$ cat config.mk
export PLATFORM = sky130hd
export DESIGN_NAME = mem_stage
export DESIGN_NICKNAME = d
export VERILOG_FILES = /design/src/rtl/mem_stage_pkg.sv /design/src/rtl/mem_stage_align.sv /design/src/rtl/mem_stage.sv
export SDC_FILE = /design/constraint.sdc
export NUM_CORES = 1
export LEC_CHECK = 0
export CAP_MARGIN = 40
export CORE_AREA = 2 2 150 152
export CTS_BUF_LIST = sky130_fd_sc_hd__clkbuf_4 sky130_fd_sc_hd__clkbuf_8 sky130_fd_sc_hd__clkbuf_16
export DETAILED_ROUTE_END_ITERATION = 16
export DIE_AREA = 0 0 152 154
export SYNTH_ARGS = -nofsm -noshare
export SYNTH_HDL_FRONTEND = slang
export SYNTH_SLANG_ARGS = --single-unit
$ cat constraint.sdc
create_clock -name clk -period 2.8 [get_ports clk]
set_clock_uncertainty 0.05 [all_clocks]
set_input_delay 0.56 -clock clk [delete_from_list [all_inputs] [get_ports clk]]
set_output_delay 0.56 -clock clk [all_outputs]
set_load 0.1 [all_outputs]
$ cat src/rtl/mem_stage_pkg.sv
// Shared definitions for the MEM pipeline stage: memory-op codes, FSM states,
// big-endian byte-lane select patterns and op-class decode helpers.
package mem_stage_pkg;

  localparam logic [3:0] OP_NOP = 4'd0;
  localparam logic [3:0] OP_LB  = 4'd1;
  localparam logic [3:0] OP_LBU = 4'd2;
  localparam logic [3:0] OP_LH  = 4'd3;
  localparam logic [3:0] OP_LHU = 4'd4;
  localparam logic [3:0] OP_LW  = 4'd5;
  localparam logic [3:0] OP_SB  = 4'd6;
  localparam logic [3:0] OP_SH  = 4'd7;
  localparam logic [3:0] OP_SW  = 4'd8;

  typedef enum logic [1:0] {
    ST_IDLE = 2'd0,
    ST_WAIT = 2'd1,
    ST_DONE = 2'd2
  } state_e;

  // Lane 0 is the most significant byte (big-endian).
  localparam logic [3:0] SEL_B0 = 4'b1000;
  localparam logic [3:0] SEL_B1 = 4'b0100;
  localparam logic [3:0] SEL_B2 = 4'b0010;
  localparam logic [3:0] SEL_B3 = 4'b0001;
  localparam logic [3:0] SEL_H0 = 4'b1100;
  localparam logic [3:0] SEL_H1 = 4'b0011;
  localparam logic [3:0] SEL_W  = 4'b1111;

  // Codes above OP_SW are reserved and behave as NOP.
  function automatic logic isMemOp(input logic [3:0] op);
    return (op != OP_NOP) && (op <= OP_SW);
  endfunction

  function automatic logic isLoadOp(input logic [3:0] op);
    return (op >= OP_LB) && (op <= OP_LW);
  endfunction

endpackage

$ cat src/rtl/mem_stage_align.sv
// Combinational byte-lane logic for the MEM stage: bus byte enables, store data
// replication, load lane extraction with sign/zero extension, misalignment flag.
module mem_align
  import mem_stage_pkg::*;
(
  input  logic [3:0]  op_i,
  input  logic [1:0]  addr_i,
  input  logic [31:0] reg2_i,
  input  logic [31:0] rdata_i,
  output logic [3:0]  sel_o,
  output logic [31:0] wdata_o,
  output logic [31:0] loadData_o,
  output logic        misalign_o
);

  logic [7:0]  byteLane;
  logic [15:0] halfLane;

  assign byteLane = (addr_i == 2'b00) ? rdata_i[31:24] :
                    (addr_i == 2'b01) ? rdata_i[23:16] :
                    (addr_i == 2'b10) ? rdata_i[15:8]  : rdata_i[7:0];
  assign halfLane = addr_i[1] ? rdata_i[15:0] : rdata_i[31:16];

  always_comb begin
    sel_o      = 4'b0000;
    wdata_o    = reg2_i;
    loadData_o = rdata_i;
    misalign_o = 1'b0;
    case (op_i)
      OP_LB, OP_LBU, OP_SB: begin
        case (addr_i)
          2'b00:   sel_o = SEL_B0;
          2'b01:   sel_o = SEL_B1;
          2'b10:   sel_o = SEL_B2;
          default: sel_o = SEL_B3;
        endcase
      end
      OP_LH, OP_LHU, OP_SH: begin
        sel_o      = addr_i[1] ? SEL_H1 : SEL_H0;
        misalign_o = addr_i[0];
      end
      OP_LW, OP_SW: begin
        sel_o      = SEL_W;
        misalign_o = (addr_i != 2'b00);
      end
      default: ;
    endcase

    case (op_i)
      OP_SB:   wdata_o = {4{reg2_i[7:0]}};
      OP_SH:   wdata_o = {2{reg2_i[15:0]}};
      default: wdata_o = reg2_i;
    endcase

    case (op_i)
      OP_LB:   loadData_o = {{24{byteLane[7]}}, byteLane};
      OP_LBU:  loadData_o = {24'h000000, byteLane};
      OP_LH:   loadData_o = {{16{halfLane[15]}}, halfLane};
      OP_LHU:  loadData_o = {16'h0000, halfLane};
      default: loadData_o = rdata_i;
    endcase
  end

endmodule

$ cat src/rtl/mem_stage.sv
// Pipeline MEM stage: write-back pass-through plus a req/ack data-bus handshake
// that stalls the pipeline for loads/stores. Optional bus timeout: MEM_BUS_TIMEOUT_EN.
module mem_stage
  import mem_stage_pkg::*;
#(
  parameter int ADDR_W         = 32,
  parameter int TIMEOUT_CYCLES = 255
) (
  input  logic              clk,
  input  logic              rst,
  input  logic [4:0]        mem_wd,
  input  logic              mem_wreg,
  input  logic [31:0]       mem_wdata,
  input  logic              mem_whilo,
  input  logic [31:0]       mem_hi,
  input  logic [31:0]       mem_lo,
  input  logic [3:0]        mem_op,
  input  logic [ADDR_W-1:0] mem_addr,
  input  logic [31:0]       mem_reg2,
  output logic [4:0]        wb_wd,
  output logic              wb_wreg,
  output logic [31:0]       wb_wdata,
  output logic              wb_whilo,
  output logic [31:0]       wb_hi,
  output logic [31:0]       wb_lo,
  output logic              stallreq,
  output logic              dbus_req,
  output logic              dbus_we,
  output logic [ADDR_W-1:0] dbus_addr,
  output logic [3:0]        dbus_sel,
  output logic [31:0]       dbus_wdata,
  input  logic [31:0]       dbus_rdata,
  input  logic              dbus_ack,
  output logic              misalign,
  output logic              bus_err
);

  state_e      state_q, state_d;
  logic [31:0] rdata_q, rdata_d;
  logic        rstSeen_q;
  logic        memOp, loadOp, misalignRaw;
  logic [31:0] loadData;

  assign memOp  = isMemOp(mem_op);
  assign loadOp = isLoadOp(mem_op);

  mem_align u_align (
    .op_i       (mem_op),
    .addr_i     (mem_addr[1:0]),
    .reg2_i     (mem_reg2),
    .rdata_i    (rdata_q),
    .sel_o      (dbus_sel),
    .wdata_o    (dbus_wdata),
    .loadData_o (loadData),
    .misalign_o (misalignRaw)
  );

  assign dbus_addr = {mem_addr[ADDR_W-1:2], 2'b00};
  assign dbus_we   = memOp && !loadOp;

`ifdef MEM_BUS_TIMEOUT_EN
  localparam int CNT_W = ($clog2(TIMEOUT_CYCLES + 1) < 8) ? 8 : $clog2(TIMEOUT_CYCLES + 1);
  localparam logic [CNT_W-1:0] CNT_LAST = CNT_W'(TIMEOUT_CYCLES - 1);

  logic [CNT_W-1:0] cnt_q, cnt_d;
  logic             timedOut_q, timedOut_d;

  always_ff @(posedge clk) begin
    if (rst) begin
      cnt_q      <= '0;
      timedOut_q <= 1'b0;
    end else begin
      cnt_q      <= cnt_d;
      timedOut_q <= timedOut_d;
    end
  end
`else
  // No timeout hardware: bus_err is constant low for any legal TIMEOUT_CYCLES.
  assign bus_err = (TIMEOUT_CYCLES < 0);
`endif

  always_ff @(posedge clk) begin
    if (rst) begin
      state_q <= ST_IDLE;
      rdata_q <= '0;
    end else begin
      state_q <= state_d;
      rdata_q <= rdata_d;
    end
  end

  // Suppresses a new request in the first cycle after reset even if EX/MEM still holds a memory op.
  always_ff @(posedge clk) begin
    rstSeen_q <= rst;
  end

  always_comb begin
    state_d  = state_q;
    rdata_d  = rdata_q;
    dbus_req = 1'b0;
    stallreq = 1'b0;
    misalign = 1'b0;
    wb_wd    = mem_wd;
    wb_wreg  = mem_wreg;
    wb_wdata = mem_wdata;
    wb_whilo = mem_whilo;
    wb_hi    = mem_hi;
    wb_lo    = mem_lo;
`ifdef MEM_BUS_TIMEOUT_EN
    cnt_d      = cnt_q;
    timedOut_d = timedOut_q;
    bus_err    = 1'b0;
`endif
    case (state_q)
      ST_IDLE: begin
        if (memOp && !rstSeen_q) begin
          if (misalignRaw) begin
            misalign = 1'b1;
            wb_wreg  = 1'b0;
          end else begin
            dbus_req = 1'b1;
            stallreq = 1'b1;
            wb_wreg  = 1'b0;
`ifdef MEM_BUS_TIMEOUT_EN
            timedOut_d = 1'b0;
            cnt_d      = '0;
`endif
            if (dbus_ack) begin
              rdata_d = dbus_rdata;
              state_d = ST_DONE;
            end else begin
              state_d = ST_WAIT;
            end
          end
        end
      end
      ST_WAIT: begin
        dbus_req = 1'b1;
        stallreq = 1'b1;
        wb_wreg  = 1'b0;
        if (dbus_ack) begin
          rdata_d = dbus_rdata;
          state_d = ST_DONE;
        end
`ifdef MEM_BUS_TIMEOUT_EN
        else if (cnt_q == CNT_LAST) begin
          timedOut_d = 1'b1;
          state_d    = ST_DONE;
        end else begin
          cnt_d = cnt_q + 1'b1;
        end
`endif
      end
      ST_DONE: begin
        state_d = ST_IDLE;
        if (loadOp) begin
          wb_wdata = loadData;
        end else begin
          wb_wreg = 1'b0;
        end
`ifdef MEM_BUS_TIMEOUT_EN
        if (timedOut_q) begin
          wb_wreg = 1'b0;
          bus_err = 1'b1;
        end
`endif
      end
      default: state_d = ST_IDLE;
    endcase
  end

endmodule

==> flow_metrics.py, run 1 <==
metrics = {
    "yosys": {
        "syn-cell-area_sq_mm": 0.003891,
        "synth.most_common_cell": "buf_4",
        "synth_xor_area_frac": 0.002251,
        "yosysWarnings": 0,
        "ys_seq_elements": 35,
        "synth_common_cells": "112 x buf_4, 68 x nand2b_1, 49 x nand2_1",
        "ys.flop_type": "dfxtp_1",
        "synth_top_cell_area_share": 0.2161,
        "syn_inst": 519,
        "ys_types": 46,
        "synth_top_family_by_area": "buffers and inverters",
        "yosysTopAreaCell": "buf_4",
        "synth_area_per_cell_sq_um": 7.498,
        "synth_edf_count": 0,
        "synth_compound_area_frac": 0.1482,
        "synth-simple-area-share": 0.2367,
        "netlist_top_cells_area": "buf_4 22%, dfxtp_1 18%, nand2b_1 11%, mux2i_1 8.5%, mux2_2 6.7%",
        "ys_seq_area_frac": 0.1801,
        "synthMuxAreaShare": 0.1630,
        "async_flop_share": 0,
        "synthAdderAreaFrac": 0,
    },
    "die": {
        "die_h_um": 154,
        "io_pins": 382,
        "dieArea_sq_mm": 0.02341,
        "start_util": 0.1794,
        "die_x_um": 152,
        "core_area_sq_mm": 0.02169,
        "rows": 54,
    },
    "place": {
        "place_area_sq_mm": 0.006802,
        "dp_hpwl_um": 14450,
        "dp_slack_ns": -0.5460,
        "gp_congestion": 0.8359,
        "io_buffers": 178,
        "placed_cells": 889,
    },
    "final_layout": {
        "fin_util": 0.3303,
        "regArea_sq_um": 700.7,
        "multiInputGateArea_sq_mm": 0.002741,
        "drive_gt1_frac": 0.4121,
        "final_cells": 907,
        "fillers": 2218,
        "area_delta_synth_final_pct": 84.08,
        "fin_nets": 831,
        "fin_area_sq_mm": 0.007163,
    },
    "setup_path": {
        "cp.required_ns": 2.19,
        "max_stage_delay_ns": 0.40,
        "end_kind": "output pin",
        "worstSetupPathType": "input port to output pin",
        "cpMostUsedCell": "buf_6",
        "cp_cell_sequence": "buf_8 -> buf_6 -> or3b_4 -> o21a_4 -> nor3_4 -> buf_6 -> nand2_4 -> a31oi_4 -> buf_12",
        "worst-path-max-fanout": 7,
        "slowest_stage": "or3b_4",
        "worstPathArrival_ns": 2.17,
        "start_kind": "input port",
    },
    "power_and_ir_drop": {
        "ir_drop_uv": 235.8,
        "power_density_mw_per_mm2": 364.9,
        "p_leak_nw": 2.727,
    },
    "timing": {
        "final-hold-violation-count": 0,
        "setup_slack_ns": 0.02473,
        "worstMarginPinSlew_ns": 0.5196,
        "slew_headroom": 0.6536,
        "grt_setup_unrepaired": "true",
        "fin_crit_ns": 2.775,
        "min_period_over_period": 0.9912,
        "setup_viol": 0,
        "slew_violations": 0,
        "timing.fmax_ghz": 0.3603,
    },
    "drt": {
        "firstDrtPassIters": 4,
        "drt_iter0_markers": 173,
        "totalWireLength_um": 17460,
        "wl_per_cell_um": 19.25,
        "drcViolationCount": 0,
        "ant_nets": 0,
        "vias_per_cell": 4.333,
        "via_count": 3930,
    },
    "global_routing": {
        "first_global_vias": 3942,
        "gr-total-overflow": 0,
        "grt_max_degree": 68,
        "grt_pass1_wl_um": 25710,
        "antenna_found_initial": 3,
        "grt_util_all_layers": 0.1442,
    },
    "cts": {
        "root_buffer": "clkbuf_16",
        "cts.sinks": 35,
        "htree_levels": 2,
        "cts_made_buffers": 5,
        "cts_tree": "done",
        "cts.path.max_buffers": 2,
        "clk_pin_slew_ns": 0.05,
        "clkLatencyLatePin_ns": 0.28,
        "postCtsHoldBufs": 0,
    },
    "outcome": {
        "status": "completed",
    },
    "worst_hold_path": {
        "hp-class": "flop to flop",
    },
    "flow_run": {
        "maxCapViolCount": 0,
    },
}
power breakdown:
group	leakage, nW	internal, mW	total, mW	switching, mW
registers	0.285	0.522	0.548	0.0260
logic	2.37	0.621	1.51	0.888
clock network	0.0747	0.348	0.556	0.208
total	2.73	1.49	2.61	1.12
flip-flops by register name (all words and copies together), names as in the netlist:
signal     cells
state_q        2
rstSeen_q      1
rdata_q       32
layout make-up:
type                       count  share of cell area
clock buffer                   7             0.01956
inverter                      14            0.007336
timing repair buffer         240              0.4426
clock inverter                 1           0.0006987
tap                          280             0.04891
multi-input combinational    329              0.3827
sequential                    35             0.09782
antenna                        1           0.0003493
critical path: cells and delay by family:
family | cells | cell delay (ns)
buffers and inverters | 4 | 0.62
AO/OA/AOI/OAI | 2 | 0.33
AND/OR/NAND/NOR | 3 | 0.65
final timing paths:
path / start / to / slack (ns) / cells after the start
worst max-delay path: mem_op[0] / wb_wdata[14] / 0.02 / 9
worst min-delay path: rdata_q[4] / rdata_q[4] / 0.43 / 2
worst max register to register: rstSeen_q / rdata_q[3] / 0.98 / 6
worst min register to register: rdata_q[4] / rdata_q[4] / 0.43 / 2
layer usage:
| metal | wire, um | vias to the layer above | GRT usage |
|---|---|---|---|
| met3 | 1570 | 44 | 0.05411 |
| li1 | - | 1853 | - |
| met1 | 6401 | 1826 | 0.1538 |
| met2 | 8926 | 205 | 0.2608 |
| met4 | 552 | 2 | 0.04984 |
| met5 | 13 | - | 0.002070 |
per-stage QoR:
step / power (mW) / hold slack [ns] / TNS (ns)
after floorplan: 2.114 / 0.3984 / -4.520
after global placement: 2.049 / 0.4217 / -30.66
after detailed placement: 2.053 / 0.4253 / -30.42
after CTS: 2.650 / 0.4335 / -0.009457
after global routing: 2.709 / 0.4512 / -0.1323
final: 2.614 / 0.4283 / 0
cell usage in the layout, fill, tap and decap left out, types with 3 or more instances in the layout:
| cell | synthesis | layout |
|---|---|---|
| nand2_1 | 49 | 44 |
| a31oi_4 | 0 | 7 |
| o21ai_4 | 0 | 3 |
| a21oi_4 | 0 | 16 |
| buf_12 | 0 | 83 |
| nor3_4 | 0 | 3 |
| buf_2 | 11 | 4 |
| clkbuf_16 | 0 | 5 |
| a222oi_1 | 9 | 9 |
| and3_4 | 0 | 6 |
| clkdlybuf4s50_1 | 0 | 99 |
| o21ai_1 | 2 | 3 |
| buf_6 | 3 | 8 |
| conb_1 | 1 | 3 |
| nor2_1 | 34 | 33 |
| o21ai_0 | 12 | 6 |
| a21oi_1 | 34 | 13 |
| a21o_1 | 6 | 6 |
| dfxtp_1 | 35 | 35 |
| inv_2 | 3 | 11 |
| o31ai_4 | 0 | 6 |
| mux2_2 | 23 | 23 |
| nand2_2 | 0 | 3 |
| buf_8 | 0 | 3 |
| a21oi_2 | 1 | 6 |
| buf_4 | 112 | 41 |
| mux2i_1 | 33 | 33 |
| nand2b_1 | 68 | 68 |
cell families (layout without fill, tap and decap cells):
| group | after synthesis | after routing |
|---|---|---|
| DFF | 35 | 35 |
| AOI/OAI and AO/OA | 88 | 88 |
| other | 1 | 4 |
| xor gates and xnor gates | 1 | 1 |
| and+or+nand+nor | 178 | 178 |
| buffers and inverters | 157 | 262 |
| muxes | 59 | 59 |
what timing repair did:
item                                    in CTS  in global routing
resized for setup                           54                 11
endpoints found under the setup margin      66                 32
pin swaps                                   21                 11
gates cloned                                 3                  0
setup buffers                               10                  0
Power figures use the tool's default switching activity.
==> run 2: changes to the inputs <==
Settings changed: CTS_CLUSTER_SIZE from default to 30, SLEW_MARGIN from default to 20.
==> results of run 2 <==
The final DEF is identical to that of run 1; final timing and power are the same.
